## src/rtl/valid_pipe_credit_adapter.sv

```systemverilog
// Credit-gated wrapper that puts a fixed-latency valid-only pipeline behind ready/valid streams.
// Optional sticky overflow flag: define VALID_PIPE_ADAPTER_OVF_CHECK_EN.
module valid_pipe_credit_adapter #(
  parameter int DATA_WIDTH   = 32,
  parameter int PIPE_LATENCY = 2,
  parameter int DEPTH        = 4
) (
  input  logic                  clk,
  input  logic                  rst,
  input  logic                  s_valid,
  output logic                  s_ready,
  output logic                  pipe_in_valid,
  input  logic                  pipe_out_valid,
  input  logic [DATA_WIDTH-1:0] pipe_out_data,
  output logic                  m_valid,
  input  logic                  m_ready,
  output logic [DATA_WIDTH-1:0] m_data
`ifdef VALID_PIPE_ADAPTER_OVF_CHECK_EN
  ,
  output logic                  ovf_err
`endif
);

  localparam int CW = $clog2(DEPTH + 1);
  localparam int PW = (DEPTH > 1) ? $clog2(DEPTH) : 1;
  localparam logic [CW-1:0] FULL = CW'(DEPTH);
  localparam logic [PW-1:0] PLAST = PW'(DEPTH - 1);

  if (PIPE_LATENCY < 1 || DEPTH < 1) begin : g_bad_cfg
    $error("valid_pipe_credit_adapter: PIPE_LATENCY and DEPTH must be >= 1");
  end

  logic [DATA_WIDTH-1:0] mem [DEPTH];
  logic [PW-1:0]         wr_ptr;
  logic [PW-1:0]         rd_ptr;
  logic [CW-1:0]         occupancy;
  logic [CW-1:0]         credits_used;

  logic issue;
  logic pop;
  logic wr;
  logic dec;

  assign s_ready       = !rst && (credits_used < FULL);
  assign issue         = s_valid && s_ready;
  assign pipe_in_valid = issue;
  assign m_valid       = !rst && (occupancy != '0);
  assign pop           = m_valid && m_ready;
  assign m_data        = mem[rd_ptr];

  // A full FIFO can still take a write if the head leaves this cycle.
  assign wr  = pipe_out_valid && ((occupancy != FULL) || pop);
  assign dec = pop && (credits_used != '0);

  always_ff @(posedge clk) begin
    if (rst) begin
      wr_ptr       <= '0;
      rd_ptr       <= '0;
      occupancy    <= '0;
      credits_used <= '0;
    end else begin
      if (wr) begin
        mem[wr_ptr] <= pipe_out_data;
        wr_ptr      <= (wr_ptr == PLAST) ? '0 : wr_ptr + 1'b1;
      end
      if (pop) begin
        rd_ptr <= (rd_ptr == PLAST) ? '0 : rd_ptr + 1'b1;
      end
      unique case ({wr, pop})
        2'b10:   occupancy <= occupancy + 1'b1;
        2'b01:   occupancy <= occupancy - 1'b1;
        default: occupancy <= occupancy;
      endcase
      unique case ({issue, dec})
        2'b10:   credits_used <= credits_used + 1'b1;
        2'b01:   credits_used <= credits_used - 1'b1;
        default: credits_used <= credits_used;
      endcase
    end
  end

`ifdef VALID_PIPE_ADAPTER_OVF_CHECK_EN
  logic drop;
  logic underflow;

  assign drop      = pipe_out_valid && (occupancy == FULL) && !pop;
  assign underflow = pop && (credits_used == '0);

  always_ff @(posedge clk) begin
    if (rst) begin
      ovf_err <= 1'b0;
    end else if (drop || underflow) begin
      ovf_err <= 1'b1;
    end
  end
`endif

endmodule

```

## config.mk

```make
export PLATFORM = sky130hd
export DESIGN_NAME = valid_pipe_credit_adapter
export DESIGN_NICKNAME = d
export VERILOG_FILES = /design/src/rtl/valid_pipe_credit_adapter.sv
export SDC_FILE = /design/constraint.sdc
export NUM_CORES = 1
export LEC_CHECK = 0
export CAP_MARGIN = 20
export CELL_PAD_IN_SITES_DETAIL_PLACEMENT = 1
export CELL_PAD_IN_SITES_GLOBAL_PLACEMENT = 1
export CORE_AREA = 2 2 79 156
export DETAILED_ROUTE_END_ITERATION = 12
export DIE_AREA = 0 0 81 158
export PLACE_DENSITY = 0.79
export SYNTH_ARGS = -nofsm -noshare
export SYNTH_HDL_FRONTEND = slang
export SYNTH_SLANG_ARGS = --single-unit
export TNS_END_PERCENT = 50
```

## constraint.sdc

```tcl
create_clock -name clk -period 2.85 [get_ports clk]
set_clock_uncertainty 0.1 [all_clocks]
set_input_delay 0.57 -clock clk [delete_from_list [all_inputs] [get_ports clk]]
set_output_delay 0.57 -clock clk [all_outputs]
set_load 0.01 [all_outputs]
```

==> load_flow_metrics.sql <==
INSERT INTO impl_metrics (metric_group, metric, value, unit) VALUES
('status', 'outcome', 'completed', ''),
('setup_path', 'worst_ep_required', '2180', 'ps'),
('floorplan', 'floorplan.rows', '56', ''),
('timing', 'layout_worst_path_cycle_share', '96.32', '%'),
('power', 'fin_total_pwr', '5245', 'µW'),
('drt', 'route.layer.met1.wl', '3870', 'µm'),
('global_routing', 'grt_start_max_net_pins', '33', ''),
('logic_synthesis', 'syn-num-nets', '296', ''),
('timing', 'max_freq', '364.3', 'MHz'),
('drt', 'route.detailed.vias_per_inst', '5.279', ''),
('cts', 'clockRootBuffer', 'clkbuf_16', ''),
('layout', 'share_of_post_route_cells_with_drive_strength_above_1', '23.53', '%'),
('power', 'max-vdd-ir-drop', '555.1', 'µV'),
('logic_synthesis', 'share_of_async_settable_or_async_resettable_flops_after_synthesis', '0', '%'),
('logic_synthesis', 'mappedNetlistArea', '5324', 'µm²'),
('placement', 'port_buffers', '71', ''),
('floorplan', 'die_h', '158', 'µm'),
('drt', 'highest-signal-layer', 'met4', ''),
('global_routing', 'global_route_wire_length_before_repair', '16800', 'µm'),
('setup_path', 'data_arrival_at_the_endpoint_of_the_critical_path', '2080', 'ps'),
('drt', 'postRouteWirelength', '10660', 'µm'),
('cts', 'worstSkewPairLatency', '400', 'ps'),
('power', 'p_leak', '0.002256', 'µW'),
('logic_synthesis', 'post_synth.cell_area_avg', '21.21', 'µm²'),
('run', 'cap_violations', '0', ''),
('layout', 'n_fill_cell', '1055', ''),
('logic_synthesis', 'synth_warnings', '0', ''),
('setup_path', 'critical-path-max-stage-delay', '590', 'ps'),
('setup_path', 'critPathMaxFanout', '15', ''),
('global_routing', 'initial_antenna_violation_count', '0', ''),
('timing', 'finalCriticalPeriod', '2745', 'ps'),
('timing', 'grt_setup_unrepaired', 'false', ''),
('layout', 'regArea', '4086', 'µm²'),
('layout', 'final_net_count', '391', ''),
('setup_path', 'worstSetupStartpointType', 'flip-flop', ''),
('drt', 'drt-initial-drc-count', '161', ''),
('cts', 'cts-buffers-inserted', '17', ''),
('layout', 'most-common-layout-cells', 'edfxtp_1 (128), clkdlybuf4s50_1 (71), mux4_2 (32)', ''),
('drt', 'wl_per_cell', '21.23', 'µm'),
('layout', 'fin_area', '6893', 'µm²'),
('setup_path', 'cp_cell_sequence', 'buf_8 > mux4_2 > clkdlybuf4s50_1', ''),
('global_routing', 'grt_remaining_overflow', '0', ''),
('placement', 'routabilityCongestion', '0.7654', ''),
('logic_synthesis', 'syn-instance-count', '251', ''),
('floorplan', 'i_o_pin_count', '72', ''),
('drt', 'detail_route.drc_violations', '0', ''),
('cts', 'cts.sinks', '140', ''),
('floorplan', 'core_area', '11630', 'µm²'),
('logic_synthesis', 'synth-seq-cells', '140', ''),
('cts', 'cts.repair_timing.setup_buffer_count', '0', ''),
('logic_synthesis', 'yosys_most_used_dff', 'edfxtp_1', ''),
('drt', 'drt-pass1-iter-count', '4', ''),
('placement', 'post-dp-hpwl', '6939', 'µm'),
('timing', 'timing_worst_slew_pin_value', '435.5', 'ps'),
('floorplan', 'initial_core_util', '45.77', '%'),
('setup_path', 'timing.critical_path.to_type', 'primary output', ''),
('floorplan', 'die_boundary_width', '81', 'µm'),
('setup_path', 'timing.setup.critical_path_class', 'reg2out', ''),
('drt', 'ant_nets', '0', ''),
('cts', 'clock_path_buffers', '2', ''),
('cts', 'cts_tree', 'done', ''),
('layout', 'flow.area_growth_from_synthesis', '29.47', '%'),
('global_routing', 'grt_pass1_vias', '3020', ''),
('timing', 'relSlewSlack', '70.91', '%'),
('cts', 'clock_tree.htree_level_count', '4', ''),
('min_path', 'worst_hold_path_type', 'reg2reg', ''),
('layout', 'mostFrequentLayoutCell', 'edfxtp_1', ''),
('logic_synthesis', 'yosys.cell_types.count', '33', ''),
('drt', 'met3RoutedLength', '351', 'µm'),
('timing', 'timing.final.setup_violations', '0', ''),
('setup_path', 'timing.critical_path.slowest_stage_cell', 'mux4_2', ''),
('global_routing', 'track_usage', '18.64', '%'),
('drt', 'num_vias', '2650', ''),
('logic_synthesis', 'synth_enable_flop_cells', '128', ''),
('logic_synthesis', 'synth-seq-area-share', '76.71', '%'),
('timing', 'maxSlewViolCount', '0', ''),
('floorplan', 'die-area', '12800', 'µm²'),
('timing', 'hold_viol', '0', ''),
('placement', 'placed_area', '6356', 'µm²'),
('layout', 'multiInputGateArea', '1167', 'µm²'),
('layout', 'antenna_cells_inserted', '0', ''),
('drt', 'detailroute.wirelength.met2', '6213', 'µm'),
('cts', 'cts_hold_buf', '0', ''),
('power', 'power_per_cell_area', '760.9', 'nW/µm²'),
('cts', 'worst_setup_hold_path_clk_slew', '60', 'ps');
## stage by stage
step	hold WS, ps	TNS (ps)	cells	setup WS (ps)	util [%]
after floorplan	371.1	0	251	433.3	-
after global placement	400.4	0	472	25.15	54.65
after detailed placement	413.5	-100.0	472	-64.68	54.65
after CTS	420.6	0	502	42.24	59.23
after global routing	455.4	0	502	33.63	59.26
final	415.8	0	502	104.9	59.26
## critical path: cells and delay by family, from the launching register on
family | cells | cell delay (ps)
mux | 1 | 590
flops | 1 | 370
buf+inv | 2 | 710
## synthesized netlist by cell type, types with 3 or more instances
cell      number  area, µm²
ha_1           6      75.07
nor2_1        14      52.55
a21oi_1        4      20.02
buf_1          3      11.26
xor2_1         3      26.28
inv_1          8      30.03
o21ai_0        3      15.01
and2_1         4      25.02
dfxtp_1       12      240.2
nand2_1        3      11.26
buf_4          3      22.52
nand2b_1       3      18.77
edfxtp_1     128       3844
mux4_2        32      720.7
## cells by family after synthesis
logic type / after synthesis / synth area share [%]
flops: 140 / 76.71
mux: 35 / 14.15
simple gates: 35 / 3.525
buf+inv: 17 / 1.457
compound gates: 13 / 1.504
fa+ha+maj: 8 / 2.162
xor+xnor: 3 / 0.4936
## cell type report
type / count / area share, %
Multi-Input combinational cell: 94 / 16.94
Tap cell: 145 / 2.632
Clock buffer: 17 / 6.172
Clock inverter: 13 / 1.507
Sequential cell: 140 / 59.28
Inverter: 8 / 0.4357
Timing Repair Buffer: 85 / 13.03
## path summary, 6_finish.rpt
path         slack [ps]         endpoint  depth (start not counted)         start
max                 100        m_data[8]                          3     flip-flop
max reg2reg         570  credits_used[2]                          9  occupancy[0]
min                 420        flip-flop                          2     rd_ptr[1]
min reg2reg         420        flip-flop                          2     rd_ptr[1]
## state kept, by name, indices dropped and copies added, names as in the netlist, named ones only
register      cells
mem             128
rd_ptr            2
credits_used      3
wr_ptr            2
occupancy         3
## what timing repair did
item                                    CTS  global route
endpoints found under the setup margin    7             1
gates resized for setup                   1             1
pin swaps                                 0             0
## layer usage
layer	up-vias	GRT usage, %
li1	1203	-
met1	1375	21.12
met2	60	32.82
met3	12	4.333
met4	0	8.232
met5	-	0
## report_power, final
group	switching (µW)	internal (µW)	leakage, µW
Combinational	373	523	0.000734
Clock	786	1180	0.000261
Sequential	53.3	2330	0.00126
(Power assumes the default switching activity.)
